--- config.mk ---
export PLATFORM = sky130hd
export DESIGN_NAME = cmp_share_arbiter
export DESIGN_NICKNAME = d
export VERILOG_FILES = /design/src/rtl/cmp_share_pkg.sv /design/src/rtl/cmp_core.sv /design/src/rtl/cmp_share_arbiter.sv
export SDC_FILE = /design/constraint.sdc
export NUM_CORES = 1
export LEC_CHECK = 0
export ABC_AREA = 1
export ABC_CLOCK_PERIOD_IN_PS = 2200
export CAP_MARGIN = 10
export CORE_AREA = 8 8 125 69
export CTS_CLUSTER_DIAMETER = 150
export CTS_CLUSTER_SIZE = 30
export DETAILED_ROUTE_END_ITERATION = 10
export DIE_AREA = 0 0 133 77
export HOLD_SLACK_MARGIN = 0.03
export PLACE_DENSITY = 0.55
export SLEW_MARGIN = 40
export SYNTH_ARGS = -nofsm -noshare
export SYNTH_HDL_FRONTEND = slang
export SYNTH_SLANG_ARGS = --single-unit
export TNS_END_PERCENT = 20
--- constraint.sdc ---
create_clock -name clk -period 2.2 [get_ports clk]
set_input_delay 0.55 -clock clk [delete_from_list [all_inputs] [get_ports clk]]
set_output_delay 0.55 -clock clk [all_outputs]
set_load 0.005 [all_outputs]
--- src/rtl/cmp_share_pkg.sv ---
// Shared types and defaults for the compare-sharing arbiter.
// Optional build macro CMP_SIGNED_EN selects a signed compare in cmp_core.
package cmp_share_pkg;

    localparam int unsigned NumReqDefault = 4;
    localparam int unsigned WidthDefault  = 4;

    typedef enum logic [1:0] {
        StIdle,
        StCmp,
        StResp
    } state_e;

    typedef struct packed {
        logic gt;
        logic lt;
        logic eq;
    } cmp_res_t;

endpackage

--- src/rtl/cmp_core.sv ---
// Purely combinational WIDTH-bit magnitude comparator.
// With CMP_SIGNED_EN defined, operands are two's-complement; otherwise unsigned.
module cmp_core
    import cmp_share_pkg::*;
#(
    parameter int unsigned WIDTH = WidthDefault
) (
    input  logic [WIDTH-1:0] a,
    input  logic [WIDTH-1:0] b,
    output cmp_res_t         res
);

    always_comb begin
        res.eq = (a == b);
`ifdef CMP_SIGNED_EN
        res.gt = ($signed(a) > $signed(b));
        res.lt = ($signed(a) < $signed(b));
`else
        res.gt = (a > b);
        res.lt = (a < b);
`endif
    end

endmodule

--- src/rtl/cmp_share_arbiter.sv ---
// Round-robin share of one comparator among NUM_REQ requesters (IDLE -> CMP -> RESP).
// Build macro CMP_SIGNED_EN switches the shared compare to signed operands.
module cmp_share_arbiter
    import cmp_share_pkg::*;
#(
    parameter int unsigned NUM_REQ = NumReqDefault,
    parameter int unsigned WIDTH   = WidthDefault,
    parameter int unsigned IDW     = $clog2(NUM_REQ)
) (
    input  logic                     clk,
    input  logic                     rst_n,
    input  logic [NUM_REQ-1:0]       req_valid,
    output logic [NUM_REQ-1:0]       req_ready,
    input  logic [NUM_REQ*WIDTH-1:0] req_a,
    input  logic [NUM_REQ*WIDTH-1:0] req_b,
    output logic [NUM_REQ-1:0]       rsp_valid,
    output logic [IDW-1:0]           rsp_id,
    output logic                     rsp_gt,
    output logic                     rsp_lt,
    output logic                     rsp_eq,
    output logic                     busy
);

    localparam logic [IDW:0]   NumReqW = (IDW+1)'(NUM_REQ);
    localparam logic [IDW-1:0] LastId  = IDW'(NUM_REQ - 1);

    state_e               state_q, state_d;
    logic [IDW-1:0]       rr_ptr_q, rr_ptr_d;
    logic [IDW-1:0]       grant_id_q, grant_id_d;
    logic [IDW-1:0]       rsp_id_q, rsp_id_d;
    logic [WIDTH-1:0]     a_q, a_d, b_q, b_d;
    logic [NUM_REQ-1:0]   rsp_valid_q, rsp_valid_d;
    cmp_res_t             res_q, res_d, core_res;
    logic [IDW-1:0]       winner;
    logic                 found;
    logic [IDW:0]         scan;

    // Scan from rr_ptr upward with an explicit wrap so no index >= NUM_REQ is produced.
    always_comb begin
        winner = '0;
        found  = 1'b0;
        scan   = '0;
        for (int unsigned off = 0; off < NUM_REQ; off++) begin
            scan = {1'b0, rr_ptr_q} + (IDW+1)'(off);
            if (scan >= NumReqW) begin
                scan = scan - NumReqW;
            end
            if (!found && req_valid[scan[IDW-1:0]]) begin
                found  = 1'b1;
                winner = scan[IDW-1:0];
            end
        end
    end

    cmp_core #(
        .WIDTH (WIDTH)
    ) u_cmp_core (
        .a   (a_q),
        .b   (b_q),
        .res (core_res)
    );

    always_comb begin
        state_d     = state_q;
        rr_ptr_d    = rr_ptr_q;
        grant_id_d  = grant_id_q;
        rsp_id_d    = rsp_id_q;
        a_d         = a_q;
        b_d         = b_q;
        res_d       = res_q;
        rsp_valid_d = '0;
        req_ready   = '0;
        unique case (state_q)
            StIdle: begin
                if (found) begin
                    req_ready  = NUM_REQ'(1) << winner;
                    a_d        = req_a[winner*WIDTH +: WIDTH];
                    b_d        = req_b[winner*WIDTH +: WIDTH];
                    grant_id_d = winner;
                    state_d    = StCmp;
                end
            end
            StCmp: begin
                res_d       = core_res;
                rsp_id_d    = grant_id_q;
                rsp_valid_d = NUM_REQ'(1) << grant_id_q;
                state_d     = StResp;
            end
            StResp: begin
                rr_ptr_d = (grant_id_q == LastId) ? '0 : grant_id_q + IDW'(1);
                state_d  = StIdle;
            end
            default: state_d = StIdle;
        endcase
        if (!rst_n) begin
            req_ready = '0;
        end
    end

    always_ff @(posedge clk or negedge rst_n) begin
        if (!rst_n) begin
            state_q     <= StIdle;
            rr_ptr_q    <= '0;
            grant_id_q  <= '0;
            rsp_id_q    <= '0;
            a_q         <= '0;
            b_q         <= '0;
            res_q       <= '0;
            rsp_valid_q <= '0;
        end else begin
            state_q     <= state_d;
            rr_ptr_q    <= rr_ptr_d;
            grant_id_q  <= grant_id_d;
            rsp_id_q    <= rsp_id_d;
            a_q         <= a_d;
            b_q         <= b_d;
            res_q       <= res_d;
            rsp_valid_q <= rsp_valid_d;
        end
    end

    assign rsp_valid = rsp_valid_q;
    assign rsp_id    = rsp_id_q;
    assign rsp_gt    = res_q.gt;
    assign rsp_lt    = res_q.lt;
    assign rsp_eq    = res_q.eq;
    assign busy      = (state_q != StIdle);

endmodule

==> results of run 1 <==
[tightest hold or removal path: stages, from the launching register on]
cell and delay, ps:
dfrtp_1 340, nand2_1 50, o21ai_0 50
[metrics by stage]
step	std cells	setup TNS, ps	hold WS [ps]	setup WS (ps)
final	423	-1011	477.0	-285.3
after global routing	423	-1488	492.0	-399.4
after CTS	421	-1099	483.9	-306.7
after detailed placement	407	-6056	468.4	-962.3
after global placement	407	-5563	464.6	-931.7
after floorplan	245	0	254.4	4.798
[report_power, final]
group / switching (uW) / internal, uW
Sequential: 135 / 635
Clock: 136 / 247
Combinational: 1690 / 1410
[layout by cell type, fill, tap and decap left out, drive strengths merged, types with 2 or more instances in the layout]
cell type / n
nand2: 89
nor3: 2
inv: 53
buf: 35
o211ai: 5
ha: 8
dlygate4sd2: 4
nor2: 16
dfrtp: 23
clkbuf: 4
clkdlybuf4s50: 43
nand3: 28
o21ai: 7
a21oi: 2
[metal layers]
| layer | part of all wire [%] | vias up | wire length [um] | track usage [%] |
|---|---|---|---|---|
| met3 | 8.5 | 2 | 407 | 4.096 |
| met4 | 0.21 | 0 | 10 | 1.012 |
| met5 | 0 | - | 0 | 0 |
| met1 | 53 | 711 | 2534 | 13.73 |
| li1 | - | 917 | - | - |
| met2 | 38 | 46 | 1825 | 13.18 |
[registers in the layout (all words and copies together) (netlist names)]
register / count
state_q: 2
rsp_id: 2
rr_ptr_q: 2
grant_id_q: 2
rsp_gt: 1
rsp_valid: 4
a_q: 4
rsp_eq: 1
rsp_lt: 1
b_q: 4
[cell type report]
type | instances | area (um^2)
Clock buffer | 4 | 78.83
Fill cell | 738 | 4323
Inverter | 54 | 205.2
Multi-Input combinational cell | 164 | 930.9
Sequential cell | 23 | 576.8
Tap cell | 96 | 120.1
Timing Repair Buffer | 82 | 729.5
[kinds of logic (layout without fill, tap and decap cells)]
kind of cell,Yosys count,count (layout),synth area share [%]
flops,23,23,34.51
compound gates,18,18,6.827
buf+inv,58,140,14.48
fa+ha+maj,8,8,6.002
simple gates,138,138,38.18
[how the worst max path moves through the flow]
stage | start | to | slack (ps) | depth (start not counted)
floorplan | req_valid[1] | req_ready[2] | 5 | 11
global placement | req_valid[1] | req_ready[2] | -930 | 13
detailed placement | req_valid[1] | req_ready[3] | -960 | 13
CTS | rr_ptr_q[0] | req_ready[2] | -310 | 13
global route | rr_ptr_q[0] | req_ready[3] | -400 | 12
finish | req_valid[1] | req_ready[2] | -290 | 12
[what timing repair did]
action / in CTS / in global routing
buffers inserted: 10 / 2
endpoints found under the setup margin: 9 / 8
pin swaps: 12 / 7
resized for setup: 42 / 10
hold endpoints to repair: 0 / 0
gates cloned: 0 / 0
==> flow_summary_export.csv, run 1 <==
group,metric,value,unit
logic_synthesis,ys_top_cells_by_count,"nand2_1, inv_1, nand3_1, dfrtp_1, nor2_1",
placed_design,hpwl,3.934,mm
critical_path,ff2ff_setup_slack,120,ps
outcome,status,"complete, but fails checks",
timing,clock.fmax,0.4024,GHz
logic_synthesis,async_flop_share,100.0,%
cts,clockBufferDepth,2,
cts,cts_tree,"done",
min_path,worstHoldStart,"rsp_id[0]",
logic_synthesis,synth_top_area_cell,"dfrtp_1",
finish,nets,374,
cts,cts_buffers,3,
route,drtIter0Drc,58,
critical_path,path_common_cell,"nand2_2",
critical_path,critical_path.max_stage_delay,240,ps
logic_synthesis,synth_edf_count,0,
critical_path,crit_required,1650,ps
global_route,grt_pass1_wl,8.307,mm
global_route,grt_usage,9.597,%
power,irDropWorstVdd,0.0004593,V
placed_design,numPortBuffers,51,
timing,tightestPinTransition,327.5,ps
cts,root_buffer,"clkbuf_16",
floorplanning,ioPinCount,52,
route,antenna_left,0,
finish,synthToLayoutAreaGrowth,58.36,%
critical_path,cp_cell_sequence,"dlygate4sd2_1 > inv_1 > nand2_2 > nand3_1 > nand2_2 > buf_4 > a21oi_2 > nand2_2 > nand2_4 > inv_2 > nor3_1 > buf_2",
critical_path,cp_slowest_cell,"dlygate4sd2_1",
logic_synthesis,synth_flop_cell,"dfrtp_1",
logic_synthesis,synth_top_area_share,34.51,%
logic_synthesis,avgSynthCellArea,6.808,um^2
critical_path,crit_family,"buffers and inverters",
timing,hold_violations,0,
floorplanning,dieArea,10240,um^2
floorplanning,rows,22,
min_path,worstHoldPathType,"reg2reg",
placed_design,place_congestion,0.8201,
timing,rsz0062_at_grt,"yes",
logic_synthesis,synthCells,245,
logic_synthesis,synth_seq_cells,23,
power,fin_total_pwr,4252,uW
floorplanning,die_h,77,um
job,drv_cap,0,
critical_path,setup.worst_path.end_class,"output pin",
global_route,grt_max_degree,21,
cts,clkSinkCount,23,
critical_path,start_kind,"input pin",
power,p_leak,0.001389,uW
finish,diodes,0,
finish,layout-drive-gt1-share,24.77,%
logic_synthesis,yosysMostFrequentCell,"nand2_1",
route,route.vias.total,1676,
critical_path,critical_path_arrival,1940,ps
global_route,grt_pass1_vias,1727,
cts,cts_hold_buffers,0,
route,drt-pass1-iter-count,4,
timing,finalClockSkew,2.105,ps
timing,fin_ws,-285.3,ps
logic_synthesis,synth_area,1668,um^2
outcome,violations,"negative setup slack",
power,powerDensity,1610,nW/um^2
timing,min_period,2485,ps
critical_path,critPathBufInv,5,
min_path,worstHoldPathCells,2,
global_route,globalRouteOverflowTotal,0,
timing,max_slew_margin,78.16,%
global_route,antenna_found_initial,0,
cts,cts_max_level,1,
route,wire_per_inst,11.30,um
logic_synthesis,seq_area_frac_synth,34.51,%
route,drc,0,
route,via_per_inst,3.962,
critical_path,critPathKind,"in2out",
critical_path,r2r-end,"a_q[1]",
logic_synthesis,yosysWarnings,0,
floorplanning,core-area,6964,um^2
finish,fin_util,37.93,%
timing,setup_violations,4,
timing,final.period_utilization,113.0,%
logic_synthesis,synth_area_leaders,"dfrtp_1, nand2_1, inv_1",
route,finalWirelength,4.778,mm
finish,postLayoutCellArea,2641,um^2
cts,clock_latency,250,ps
placed_design,placed_area,2402,um^2
critical_path,r2r-start,"rr_ptr_q[0]",
cts,clk_pin_slew,60,ps
timing,slew_violations,0,
floorplanning,start_util,23.95,%
logic_synthesis,synth_cell_types,27,
critical_path,worstPathMaxFanout,5,
min_path,holdPathEnd,"rsp_id[0]",
critical_path,rr_worst_depth,15,
logic_synthesis,syn_nets,291,
floorplanning,die_width,133,um
Power figures use the tool's default switching activity.
==> run 2, diff against run 1 <==
Settings changed: HOLD_SLACK_MARGIN 0.03 to 0.06, SKIP_CTS_REPAIR_TIMING from default to 1.
==> run 2 against run 1 <==
- the flow still finishes with violations (negative setup slack)
- critical path depth rose by 1
- register-to-register slack better by 40 ps
- sequential power hardly changed
- critical path type is now reg2out
- largest power group unchanged
==> flow_summary_export.csv, run 2 (synthesis results as in run 1) <==
group,metric,value,unit
timing,fin_setup_tns,-1195,ps
critical_path,start_kind,"flip-flop",
route,drtIter0Drc,53,
cts,root_buffer,"clkbuf_16",
global_route,grt_max_degree,21,
timing,hold_violations,0,
floorplanning,ioPinCount,52,
finish,fin_util,38.36,%
min_path,worstHoldPathType,"reg2reg",
power,p_leak,0.001440,uW
floorplanning,core-area,6964,um^2
timing,finalClockSkew,2.097,ps
route,finalWirelength,4.740,mm
timing,max_slew_margin,78.16,%
timing,rsz0062_at_grt,"yes",
cts,clkSinkCount,23,
global_route,globalRouteOverflowTotal,0,
critical_path,critPathKind,"reg2out",
power,p_sw_share,46.44,%
power,combPwrFrac,72.5,%
finish,diodes,0,
critical_path,crit_required,1650,ps
route,wire_per_inst,11.29,um
outcome,violations,"negative setup slack",
timing,tightestPinTransition,327.5,ps
global_route,grt_pass1_vias,1658,
finish,layout_common_cells,"nand2_1, inv_1, clkdlybuf4s50_1",
timing,slew_violations,0,
power,clkPwrFrac,9.1,%
outcome,status,"complete, but fails checks",
power,powerDensity,1568,nW/um^2
route,drt-pass1-iter-count,4,
cts,clk_pin_slew,60,ps
route,drc,0,
floorplanning,start_util,23.95,%
timing,clock.fmax,0.3958,GHz
cts,clockBufferDepth,2,
timing,final.period_utilization,114.9,%
power,p_int,2244,uW
floorplanning,die_width,133,um
route,route.vias.total,1676,
finish,nets,371,
placed_design,place_congestion,0.8201,
global_route,grt_usage,9.196,%
timing,setup_violations,4,
floorplanning,die_h,77,um
placed_design,hpwl,3.934,mm
timing,min_period,2527,ps
cts,cts_buffers,3,
floorplanning,dieArea,10240,um^2
job,drv_cap,0,
power,irDropWorstVdd,0.0004540,V
cts,clock_latency,250,ps
timing,fin_hold_ws,477.0,ps
global_route,antenna_found_initial,0,
critical_path,setup.worst_path.end_class,"output pin",
finish,layout.cells.most_common,"nand2_1",
placed_design,numPortBuffers,51,
finish,synthToLayoutAreaGrowth,60.16,%
route,antenna_left,0,
power,seq_power_share,18.4,%
cts,cts_tree,"done",
critical_path,critical_path_arrival,1980,ps
finish,nFillCells,725,
timing,fin_ws,-326.8,ps
route,via_per_inst,3.990,
critical_path,worstPathMaxFanout,8,
finish,layout-drive-gt1-share,24.69,%
floorplanning,rows,22,
cts,cts_max_level,1,
global_route,grt_pass1_wl,7.921,mm
power,p_switching,1946,uW
==> run 2: stage by stage <==
stage / instance area, um^2 / total power (uW) / instances / setup WS (ps)
floorplan: 1668 / 2458 / 245 / 4.798
global route: 2671 / 4666 / 420 / -453.3
CTS: 2481 / 3822 / 411 / -974.1
finish: 2671 / 4189 / 420 / -326.8
global placement: 2402 / 3385 / 407 / -931.7
detailed placement: 2402 / 3423 / 407 / -962.3
==> run 2: final timing paths <==
path,slack [ps],from,depth (start not counted),end
setup / recovery,-330,rr_ptr_q[0],13,req_ready[2]
hold / removal,480,rsp_id[0],2,rsp_id[0]
setup reg to reg,160,rr_ptr_q[0],16,a_q[2]
hold reg to reg,480,rsp_id[0],2,rsp_id[0]
max in group asynchronous,1150,rst_n,2,rr_ptr_q[0]
min in group asynchronous,740,rst_n,2,b_q[1]
==> run 2: cell type report <==
class / instances / area [um^2] / area share, %
inverter: 54 / 205.2 / 7.682
clock buffer: 4 / 78.83 / 2.951
multi-input combinational: 164 / 960.9 / 35.97
timing repair buffer: 79 / 729.5 / 27.31
tap: 96 / 120.1 / 4.496
sequential: 23 / 576.8 / 21.59
==> run 2: per-layer routing <==
layer  global-route usage [%]  part of all wire, %
met4                    1.012                    0
met5                        0                    0
met2                    12.23                   38
met3                    3.966                  8.3
met1                    13.42                   54
==> run 2: power groups by stage <==
stage	clock network (uW)	registers [uW]	logic, uW
after floorplan	0	745	1710
after global placement	0	767	2620
after detailed placement	0	770	2650
after CTS	391	767	2660
after global routing	412	799	3450
final	383	771	3040
==> run 2: critical path, cell delays in order (launching register included) <==
cell     delay, ps
dfrtp_2        470
inv_4          130
nand2_1         60
nand2_1        120
nand2_2         80
nand2_2         80
nor2_4          50
buf_4          130
nand3_2         70
nand2_4         60
nand2_4        110
inv_1           80
nor3_1         150
buf_2          130
==> run 3, diff against run 2 <==
Settings changed: CAP_MARGIN 10 to 20.
==> results of run 3 <==
Same layout as run 2: the final DEF is identical, and so are final timing and power.
